**src/rtl/handshake_arbiter_if.sv**
```systemverilog
// Requester and shared-unit handshake bundle for handshake_arbiter.
// The arbiter uses the master view; clients and the shared unit use the slave view.
interface handshake_arbiter_if #(
  parameter int unsigned N_REQ = 4
);
  logic [N_REQ-1:0] req;
  logic             unit_ready;
  logic             unit_done;
  logic             unit_start;
  logic [N_REQ-1:0] grant;
  logic [N_REQ-1:0] ack;
  logic [N_REQ-1:0] err;
  logic             busy;

  modport master (
    input  req, unit_ready, unit_done,
    output unit_start, grant, ack, err, busy
  );

  modport slave (
    output req, unit_ready, unit_done,
    input  unit_start, grant, ack, err, busy
  );
endinterface

```
**src/rtl/handshake_arbiter.sv**
```systemverilog
// Round-robin arbiter sharing one start/ready/done handshake unit among N_REQ
// requesters, with per-requester ack/err completion pulses and a wait timeout.
module handshake_arbiter #(
  parameter int unsigned N_REQ   = 4,
  parameter int unsigned TIMEOUT = 255
) (
  input  logic                clk,
  input  logic                rst,
  handshake_arbiter_if.master bus
);

  localparam int unsigned      CNT_W    = (TIMEOUT == 0) ? 1 : $clog2(TIMEOUT + 1);
  localparam int unsigned      PTR_W    = (N_REQ < 2) ? 1 : $clog2(N_REQ);
  localparam bit               TO_EN    = (TIMEOUT != 0);
  localparam logic [CNT_W-1:0] CNT_LAST = CNT_W'((TIMEOUT == 0) ? 0 : TIMEOUT - 1);
  localparam logic [N_REQ-1:0] ONE      = N_REQ'(1);

  typedef enum logic [2:0] {
    S_IDLE,
    S_ISSUE,
    S_WAIT,
    S_DONE,
    S_ERR
  } state_t;

  state_t           state;
  logic [PTR_W-1:0] rr_ptr;
  logic [CNT_W-1:0] cnt;

  logic [PTR_W-1:0] win_idx_c;
  logic             win_vld_c;
  int               scan_c;

  // Scan from the highest offset down so the lowest offset from rr_ptr wins.
  always_comb begin
    win_idx_c = '0;
    win_vld_c = 1'b0;
    scan_c    = 0;
    for (int i = int'(N_REQ) - 1; i >= 0; i--) begin
      scan_c = int'(rr_ptr) + i;
      if (scan_c >= int'(N_REQ)) scan_c = scan_c - int'(N_REQ);
      if (bus.req[PTR_W'(scan_c)]) begin
        win_idx_c = PTR_W'(scan_c);
        win_vld_c = 1'b1;
      end
    end
  end

  always_ff @(posedge clk) begin
    if (rst) begin
      state          <= S_IDLE;
      rr_ptr         <= '0;
      cnt            <= '0;
      bus.unit_start <= 1'b0;
      bus.grant      <= '0;
      bus.ack        <= '0;
      bus.err        <= '0;
      bus.busy       <= 1'b0;
    end else begin
      bus.unit_start <= 1'b0;
      bus.ack        <= '0;
      bus.err        <= '0;
      case (state)
        S_IDLE: begin
          if (bus.unit_ready && win_vld_c) begin
            state          <= S_ISSUE;
            bus.grant      <= ONE << win_idx_c;
            bus.unit_start <= 1'b1;
            bus.busy       <= 1'b1;
            rr_ptr         <= (int'(win_idx_c) == int'(N_REQ) - 1) ? '0
                                                                   : win_idx_c + PTR_W'(1);
          end
        end
        S_ISSUE: begin
          cnt   <= '0;
          state <= S_WAIT;
        end
        S_WAIT: begin
          // Counter saturates so a disabled timeout can wait forever.
          if (!bus.unit_done && cnt != '1) cnt <= cnt + CNT_W'(1);
          if (bus.unit_done) begin
            state   <= S_DONE;
            bus.ack <= bus.grant;
          end else if (TO_EN && cnt == CNT_LAST) begin
            state   <= S_ERR;
            bus.err <= bus.grant;
          end
        end
        S_DONE, S_ERR: begin
          state     <= S_IDLE;
          bus.grant <= '0;
          bus.busy  <= 1'b0;
        end
        default: begin
          state     <= S_IDLE;
          bus.grant <= '0;
          bus.busy  <= 1'b0;
        end
      endcase
    end
  end

endmodule

```
**src/flat_wrapper.sv**
```systemverilog
// flat-port wrapper written by rule: the top's interface ports become plain ports
module handshake_arbiter_flat 
#(
  parameter int unsigned N_REQ   = 4,
  parameter int unsigned TIMEOUT = 255
)
  (clk, rst, bus_req, bus_unit_ready, bus_unit_done, bus_unit_start, bus_grant, bus_ack, bus_err, bus_busy);
  handshake_arbiter_if #(.N_REQ(N_REQ)) bus_i ();
  input  logic clk;
  input  logic rst;
  input wire logic [$bits(bus_i.req)-1:0] bus_req;
  input wire logic [$bits(bus_i.unit_ready)-1:0] bus_unit_ready;
  input wire logic [$bits(bus_i.unit_done)-1:0] bus_unit_done;
  output wire logic [$bits(bus_i.unit_start)-1:0] bus_unit_start;
  output wire logic [$bits(bus_i.grant)-1:0] bus_grant;
  output wire logic [$bits(bus_i.ack)-1:0] bus_ack;
  output wire logic [$bits(bus_i.err)-1:0] bus_err;
  output wire logic [$bits(bus_i.busy)-1:0] bus_busy;
  assign bus_i.req = bus_req;
  assign bus_i.unit_ready = bus_unit_ready;
  assign bus_i.unit_done = bus_unit_done;
  assign bus_unit_start = bus_i.unit_start;
  assign bus_grant = bus_i.grant;
  assign bus_ack = bus_i.ack;
  assign bus_err = bus_i.err;
  assign bus_busy = bus_i.busy;
  handshake_arbiter #(.N_REQ(N_REQ), .TIMEOUT(TIMEOUT)) u_core (.clk(clk), .rst(rst), .bus(bus_i));
endmodule
```
**config.mk**
```make
export PLATFORM = sky130hd
export DESIGN_NAME = handshake_arbiter_flat
export DESIGN_NICKNAME = d
export VERILOG_FILES = /design/src/rtl/handshake_arbiter_if.sv /design/src/rtl/handshake_arbiter.sv /design/src/flat_wrapper.sv
export SDC_FILE = /design/constraint.sdc
export NUM_CORES = 1
export LEC_CHECK = 0
export CAP_MARGIN = 20
export CORE_ASPECT_RATIO = 1.25
export CORE_MARGIN = 5
export CORE_UTILIZATION = 40
export CTS_BUF_LIST = sky130_fd_sc_hd__clkbuf_8 sky130_fd_sc_hd__clkbuf_16
export CTS_CLUSTER_DIAMETER = 150
export DETAILED_ROUTE_END_ITERATION = 10
export SLEW_MARGIN = 40
export SYNTH_ARGS = -nofsm -noshare
export SYNTH_HDL_FRONTEND = slang
export SYNTH_SLANG_ARGS = --single-unit
```
**constraint.sdc**
```tcl
create_clock -name clk -period 2.2 [get_ports clk]
set_input_delay 0.44 -clock clk [delete_from_list [all_inputs] [get_ports clk]]
set_output_delay 0.44 -clock clk [all_outputs]
set_load 0.005 [all_outputs]
```
==> results.md, run 1 <==
* Status: complete, no violations
* Total gr overflow at 0
* Synth Area in Compound Gates at 19.06%
* Final hold violations at 0
* Max VDD drop at 0.3621 mV
* Syn_area_per_cell at ~8.7 um^2
* Clock Tree Buf Depth at 2
* CP endpoint kind: flop
* Largest net degree at the start of global routing at 19
* # setup viols final at 0
* Post-synthesis async set-or-reset flop share at 0%
* Area contributors post-synth: dfxtp_1, ha_1, nand2_1
* Via count at 1233
* WL/cell at 13.78 um
* Fin Setup TNS at 0 ps
* Yosys top cell area share at 38.47%
* Hold Path Class: flop to flop
* Routed Wire Length at 3087 um
* RePlAce Congestion at 0.8679
* CTS tree: done
* Die Wd at 63.01 um
* Adder-cell share of the synthesized area at between 5 and 6%
* Core occupancy in the finished layout at 49.67%
* Max_cap viols at 0
* Kind of critical path: primary input to flop
* Synthesized Nets at 175
* Wire length on met3 at 121 um
* CTS Hold Bufs at 0
* Nets at 200
* Clock Skew at between 5 and 6 ps
* Post-route clock period utilization at 87.30%
* Synth warn at 0
* DRC at 0
* Global-route wire length before repair at approximately 5500 um
* Initial DRC count at 44
* Max-slew headroom at roughly three fifths
* Total GRT Usage at 13.44%
* Metal1 wirelength at 1314 um
* Initial antenna violation count at 0
* RSZ-0062 raised after global routing: false
* Vias in the first global route at 1225
* Top post-synthesis cells by count: dfxtp_1, nand2_1, a21oi_1
* # rows at 24
* PwrDens at 572.4 nW/um^2
* Starting Density at 40.69%
* Vias per cell at 5.504
* Max Slew Vio Count at 0
* Simple-gate portion of the synthesized area at 30.01%
* # Post-CTS Setup Buffers at 0
* #FFs+latches synth at 27
* Post-synthesis mux area share at 2.137%
* Register area at 540.5 um^2
* Final HPWL DP at about 2400 um
* P&R area growth vs syn at 22.08%
* Min cycle time layout at 1921 ps
* Syn Inst Count at 161
* Clock Latency Late Sink at ~270 ps
* Worst-path maximum fanout at 5
* Critical Path AT at between 2000 and 2500 ps
* Post-synthesis instance area at 1405 um^2
* Master cell of the clock root buffer: clkbuf_8
* Worst Path Required at around 2400 ps
* XOR/XNOR Fraction of Synth Area at 0.6233%
* Router iterations before antenna repair at 4
* Core Area at around 3500 um^2
* Count leader, synth: dfxtp_1
* Fillers at 349
* Least-Margin Pin Slew at around 570 ps
* Worst Setup Start Kind: primary input
* Layout cells sized above 1 at 10.81%
* H-tree levels at 1
* Clock slew at reported path FFs at 90 ps
* Met2 WL post-DR at 1627 um
* FMAX at around 0.52 GHz
* # resized after CTS at 0
* Largest family of logic cells by synthesized area: simple AND/OR/NAND/NOR gates
* P_leak at between 0.6 and 0.7 nW
* Seq/Total Area, Yosys at 38.47%
* Die H at 76.27 um
* Antenna-violating nets left at 0
* CTS Sinks at 27
* Cell taking the most area after synthesis: dfxtp_1
* TritonCTS Buffers at 3
* Netlist cell types at 46
* # diodes at 0
* Most used DFF post-synth: dfxtp_1
* EDFF count, synth at 0
* Footprint of the multi-input gates at 803.3 um^2
* Die area at 4805 um^2
* Ports at 22
* Top Metal Used: met4
* PortBufs at 21
==> registers in the layout (all words and copies together) (netlist names) <==
name,cells
u_core.bus.ack,4
u_core.rr_ptr,2
u_core.state,3
u_core.bus.grant,4
u_core.bus.unit_start,1
u_core.bus.busy,1
u_core.bus.err,4
u_core.cnt,8
==> kinds of logic after synthesis <==
kind of cell               after synthesis
adders and majority gates                6
xor gates and xnor gates                 1
and+or+nand+nor                         72
DFF                                     27
AOI/OAI and AO/OA                       39
buffers and inverters                   13
muxes                                    3
==> layer usage <==
layer  track usage (%)  vias to the layer above
li1                  -                      619
met3             2.950                        2
met2             25.05                       18
met5                 0                        -
met1             14.82                      594
met4             3.822                        0
==> stage by stage <==
stage / setup WS [ps] / total power [mW] / instances / cell area (um^2) / hold WS (ps)
2_1_floorplan: 523.9 / 0.6390 / 161 / 1405 / 464.1
3_3_place_gp: 46.07 / 0.7016 / 220 / 1667 / 478.6
3_5_place_dp: 12.89 / 0.7065 / 220 / 1667 / 497.5
4_1_cts: 287.2 / 0.9906 / 224 / 1715 / 512.2
5_1_grt: 160.3 / 1.040 / 224 / 1715 / 527.4
6_report: 279.4 / 0.9819 / 224 / 1715 / 505.1
==> report_power, final <==
part	switching, mW	internal [mW]
registers	0.0280	0.506
logic	0.0779	0.0825
clock network	0.159	0.128
==> critical path, stage by stage <==
cell	delay, ps
clkdlybuf4s50_1	490
nand2b_1	130
a21oi_1	70
a211oi_1	310
buf_4	190
ha_1	140
nand3_1	70
a21o_1	170
a21oi_1	110
==> cells in the final DEF, fill, tap and decap left out, types with 2 or more instances in the layout <==
cell type,count
clkbuf_8,3
o21ai_0,5
nand2_1,15
a21o_1,3
a21oi_1,11
clkdlybuf4s50_1,21
or3_1,3
o21a_1,5
a211oi_1,3
mux2i_1,3
ha_1,6
nor3_1,2
nand2b_1,5
nand3_1,10
a31oi_1,2
nor3b_1,2
or2_2,2
buf_4,5
inv_1,7
dfxtp_1,27
nor2b_1,4
nor2_1,10
and2_1,8
==> area by class of cell <==
cell class                      instances  area share [%]
Tap cell                               39           2.845
Multi-Input combinational cell        121           46.83
Clock buffer                            3           2.407
Timing Repair Buffer                   26           14.44
Clock inverter                          1          0.4376
Inverter                                7           1.532
Sequential cell                        27           31.51
==> final timing paths <==
kind | from | end | slack, ps | cells after the start
max | bus_req[0] | u_core.bus.grant[3]$_SDFFE_PP0P_ | 280 | 9
min | u_core.bus.busy$_SDFFE_PP0P_ | u_core.bus.busy$_SDFFE_PP0P_ | 510 | 2
max reg2reg | u_core.state[0]$_SDFFE_PP0P_ | u_core.cnt[5]$_SDFFE_PP0P_ | 420 | 3
min reg2reg | u_core.bus.busy$_SDFFE_PP0P_ | u_core.bus.busy$_SDFFE_PP0P_ | 510 | 2
Power figures use the tool's default switching activity.
==> inputs of run 2 (changes only) <==
--- a/config.mk
+++ b/config.mk
@@ -8,5 +8,5 @@
 export CAP_MARGIN = 20
 export CORE_ASPECT_RATIO = 1.25
-export CORE_MARGIN = 5
+export CORE_MARGIN = 4
 export CORE_UTILIZATION = 40
 export CTS_BUF_LIST = sky130_fd_sc_hd__clkbuf_8 sky130_fd_sc_hd__clkbuf_16
==> constraint.sdc (replaced) <==
create_clock -name clk -period 1.7 [get_ports clk]
set_input_delay 0.17 -clock clk [delete_from_list [all_inputs] [get_ports clk]]
set_output_delay 0.17 -clock clk [all_outputs]
set_load 0.005 [all_outputs]
==> results.md, run 2 (synthesized netlist as in run 1, its figures left out) <==
* Total GRT Usage at 16.09%
* Worst Path Required at between 1500 and 2000 ps
* Largest net degree at the start of global routing at 17
* FMAX at 0.6033 GHz
* Worst-path cell chain: clkdlybuf4s50_1, buf_4, a21o_1, a21oi_1, o22a_1, inv_1, ha_1, nand3_1, a21oi_1, o21a_1
* CP endpoint kind: flop
* Placement Setup Slack at -240.1 ps
* CTS Sinks at 27
* R2r setup slk at 110 ps
* P_leak at 0.6981 nW
* Kind of critical path: primary input to flop
* Critical Path AT at between 1500 and 2000 ps
* Clock Tree Buf Depth at 2
* Global-route wire length before repair at 5582 um
* Total gr overflow at 0
* PortBufs at 21
* P&R area growth vs syn at 28.49%
* Crit-path max cell delay at 440 ps
* Master cell of the clock root buffer: clkbuf_8
* Most frequent CP cell: a21oi_1
* Ports at 22
* Clock Skew at 7.179 ps
* Final setup margin at roughly 42 ps
* Met2 GRT Util at between 20% and 30%
* GR Util met3 at approximately 2.1%
* # setup viols final at 0
* DRC at 0
* Crit path max-delay family: compound AO/OA/AOI/OAI gates
* Antenna-violating nets left at 0
* Most frequent cells in the layout: dfxtp_1, clkdlybuf4s50_1, buf_4
* Layout cells sized above 1 at 16.84%
* Hold Path Class: flop to flop
* Max VDD drop at 0.5299 mV
* Post-route clock period utilization at 97.51%
* Vias in the first global route at 1281
* Least-Margin Pin Slew at approximately 440 ps
* Nets at between 200 and 250
* Slowest CP cell: clkdlybuf4s50_1
* Die H at 74.27 um
* Via count at 1314
* Max_cap viols at 0
* # rows at 23
* Die area at 4531 um^2
* CTS Hold Bufs at 0
* # diodes at 0
* CTS tree: done
* Buffers & Inverters on Critical Path at 3
* Met1 GRT Util at 17.50%
* TritonCTS Buffers at 3
* Worst-path maximum fanout at 5
* Clock slew at reported path FFs at roughly 100 ps
* Design Power at ~1.3 mW
* Worst hold margin at 500.6 ps
* Initial antenna violation count at 0
* Initial DRC count at slightly above 70
* Worst Setup Start Kind: primary input
* H-tree levels at 1
* Min cycle time layout at 1658 ps
* Clock Latency Late Sink at between 200 and 300 ps
* RePlAce Congestion at 0.8787
* Max reg flops at 8
* Status: complete, no violations
* WL/cell at 14.50 um
* Router iterations before antenna repair at 4
* Most Crowded Layer GR: met2
* Max Slew Vio Count at 0
* Core Area at 3281 um^2
* PwrDens at 717.9 nW/um^2
* Starting Density at 42.83%
* Max-slew headroom at 70.82%
* Largest Register: u_core.cnt
* Die Wd at 61.01 um
* Final HPWL DP at roughly 2600 um
* Final hold violations at 0
* Most common cell after layout, fill and taps aside: dfxtp_1
* Routed Wire Length at 3378 um
* Vias per cell at about 5.6
* RSZ-0062 raised after global routing: true
==> run 2: cell count changes in the layout (fill, tap and decap cells not counted) <==
cell,delta
a2111oi_1,-1
a211oi_2,+1
buf_4,+11
a211oi_1,-1
a2111oi_2,+1
==> run 2: path summary, 6_finish.rpt <==
path	to	from	cells past startpoint
setup / recovery	u_core.bus.grant[1]$_SDFFE_PP0P_	bus_req[1]	10
hold / removal	u_core.bus.busy$_SDFFE_PP0P_	u_core.bus.busy$_SDFFE_PP0P_	2
setup reg to reg	u_core.bus.grant[2]$_SDFFE_PP0P_	u_core.rr_ptr[0]$_SDFFE_PP0P_	8
hold reg to reg	u_core.bus.busy$_SDFFE_PP0P_	u_core.bus.busy$_SDFFE_PP0P_	2
==> run 2: area by class of cell <==
type | count | area [um^2]
Clock inverter | 1 | 7.507
Tap cell | 37 | 46.29
Clock buffer | 3 | 41.29
Multi-Input combinational cell | 121 | 813.3
Fill cell | 322 | 1475
Timing Repair Buffer | 37 | 330.3
Sequential cell | 27 | 540.5
Inverter | 7 | 26.28
==> run 2: per-layer routing <==
| metal | vias up | wire length (um) |
|---|---|---|
| li1 | 649 | - |
| met1 | 617 | 1329 |
| met2 | 35 | 1817 |
| met3 | 13 | 136 |
| met4 | 0 | 94 |
| met5 | - | 0 |
==> run 2: report_power, final <==
group / leakage (nW) / switching (mW) / internal (mW)
clock network: 0.0217 / 0.207 / 0.167
registers: 0.219 / 0.0255 / 0.655
logic: 0.457 / 0.120 / 0.122
==> run 2: stage by stage <==
stage	setup TNS, ps	cell area (um^2)	cells	util [%]
after floorplan	0	1405	161	-
after CTS	0	1795	233	54.73
final	0	1805	233	55.03
after global routing	-43.42	1805	233	55.03
after detailed placement	-1208	1747	229	53.24
after global placement	-864.1	1747	229	53.24
==> run 2: worst register-to-register path: cells and delay by family, from the launching register on <==
kind                       cells  cell delay [ps]
DFF                            1              400
AOI/OAI and AO/OA              4              550
adders and majority gates      1              220
buffers and inverters          1              100
and+or+nand+nor                2              220
==> run 2: timing repair <==
action,in CTS,in global routing
endpoints found under the setup margin,0,6
hold endpoints to repair,0,0
buffers inserted,0,0
resized for setup,0,2
==> patch, RTL diff (flow settings as in run 1) <==
`N_REQ` is set to 4 in 3 places; all go to 8.
--- a/src/rtl/handshake_arbiter_if.sv
+++ b/src/rtl/handshake_arbiter_if.sv
@@ -3,3 +3,3 @@
 interface handshake_arbiter_if #(
-  parameter int unsigned N_REQ = 4
+  parameter int unsigned N_REQ = 8
 );
--- a/src/rtl/handshake_arbiter.sv
+++ b/src/rtl/handshake_arbiter.sv
@@ -3,3 +3,3 @@
 module handshake_arbiter #(
-  parameter int unsigned N_REQ   = 4,
+  parameter int unsigned N_REQ   = 8,
   parameter int unsigned TIMEOUT = 255
--- a/src/flat_wrapper.sv
+++ b/src/flat_wrapper.sv
@@ -3,3 +3,3 @@
 #(
-  parameter int unsigned N_REQ   = 4,
+  parameter int unsigned N_REQ   = 8,
   parameter int unsigned TIMEOUT = 255
Ports: changed (resized bus_ack, bus_err, bus_grant and bus_req); port bits go from 22 to 38. No check against the original RTL was run, so the function may have changed too.
==> patch against run 1 <==
The flow now finishes with violations (negative setup slack); cell area up 93%; maximum frequency fell by 35%; setup slack lost 1.0 ns; critical endpoint is now u_core.rr_ptr[2]; via count grew 60%; wire length grew 78%; total power grew to 4.2 times the old value; highest routed layer unchanged; clock skew is essentially flat; global-route usage rose by 2.0 points; sequential cell count rose by 13; synthesized area grew 59%; die area grew 49%.
==> patch: results <==
set metrics [dict create \
    yosys-top-cells-count "dfxtp_1, nor2_1, and2_1" \
    wl_per_cell_um 14.9 \
    seq_area_frac_synth_pct 35.9 \
    start_kind "flip-flop" \
    status "finished with violations" \
    synth-compound-area-share_pct 16.6 \
    p_leak_nw 1.29 \
    dpl-instance-area_sq_mm 0.00307 \
    post-place-ws_ns -1.37 \
    fin_skew_ns 0.00557 \
    fin_ws_ns -0.758 \
    violations "negative setup slack" \
    layout.nets 326 \
    clock_latency_ns 0.29 \
    dp_cells 358 \
    reg2reg_depth 11 \
    portBuffers 37 \
    track_usage_pct 15.4 \
    avgSynthCellArea_sq_um 10.2 \
    via_per_inst 5.32 \
    drive_gt1_share_pct 35.9 \
    finalNonFillerCells 370 \
    synth_mux_area_share_pct 17.3 \
    routabilityCongestion 0.897 \
    ys_types 48 \
    vdd.ir_drop.worst_v 0.000824 \
    grt_pass1_vias 1888 \
    finalSetupViolations 14 \
]
-- patch: cell families after synthesis --
| group | count (synthesis) |
|---|---|
| AOI/OAI and AO/OA | 42 |
| xor gates and xnor gates | 9 |
| adders and majority gates | 9 |
| buffers and inverters | 17 |
| DFF | 40 |
| muxes | 26 |
| and+or+nand+nor | 75 |
-- patch: power breakdown --
group / leakage [nW] / switching [mW] / internal [mW]
clock: 0.0548 / 0.273 / 0.342
combinational: 0.909 / 1.21 / 1.46
sequential: 0.325 / 0.0964 / 0.792
-- patch: worst min-delay path by stage --
stage                      end  slack (ns)  cells past startpoint
5_1_grt        u_core.bus.busy        0.49                      1
3_5_place_dp   u_core.bus.busy        0.45                      1
4_1_cts        u_core.bus.busy        0.47                      1
6_report       u_core.bus.busy        0.46                      1
2_1_floorplan  u_core.bus.busy        0.45                      1
3_3_place_gp   u_core.bus.busy        0.44                      1
-- patch: critical path, stage by stage, from the launching register on --
cell and delay, ns:
dfxtp_4 0.43, mux4_2 0.57, mux2_2 0.30, or3_1 0.32
o221ai_2 0.10, a221oi_2 0.10, nor4b_2 0.32, nor4_2 0.08
ha_2 0.22, ha_4 0.26, mux2i_1 0.05, nor2_1 0.13
-- patch: per-stage QoR --
step,setup TNS (ns),hold slack (ns)
after global routing,-10.38,0.488
after floorplan,-9.90,0.455
after CTS,-8.23,0.467
final,-8.64,0.462
after detailed placement,-15.64,0.448
after global placement,-14.91,0.439
-- patch: timing repair --
| action | CTS | global route |
|---|---|---|
| setup buffers | 2 | 2 |
| setup endpoints to repair | 14 | 14 |
| hold buffers | 0 | 0 |
| pin swaps | 12 | 3 |
| resized for setup | 26 | 4 |
-- patch: cell type report --
cell class	count	area [sq um]
multi-input cells	161	1510
clock buffers	5	68.8
fillers	473	2120
inverters	8	35.0
clock inverters	3	46.3
well taps	64	80.1
repair buffers	89	771
flip-flops and latches	40	808
-- patch: metal layers --
layer / vias to the layer above / track usage (%) / part of all wire, %
li1: 990 / - / -
met1: 917 / 15.5 / 38
met2: 48 / 29.7 / 55
met3: 14 / 2.41 / 4.3
met4: 0 / 8.31 / 3.1
met5: - / 0 / 0
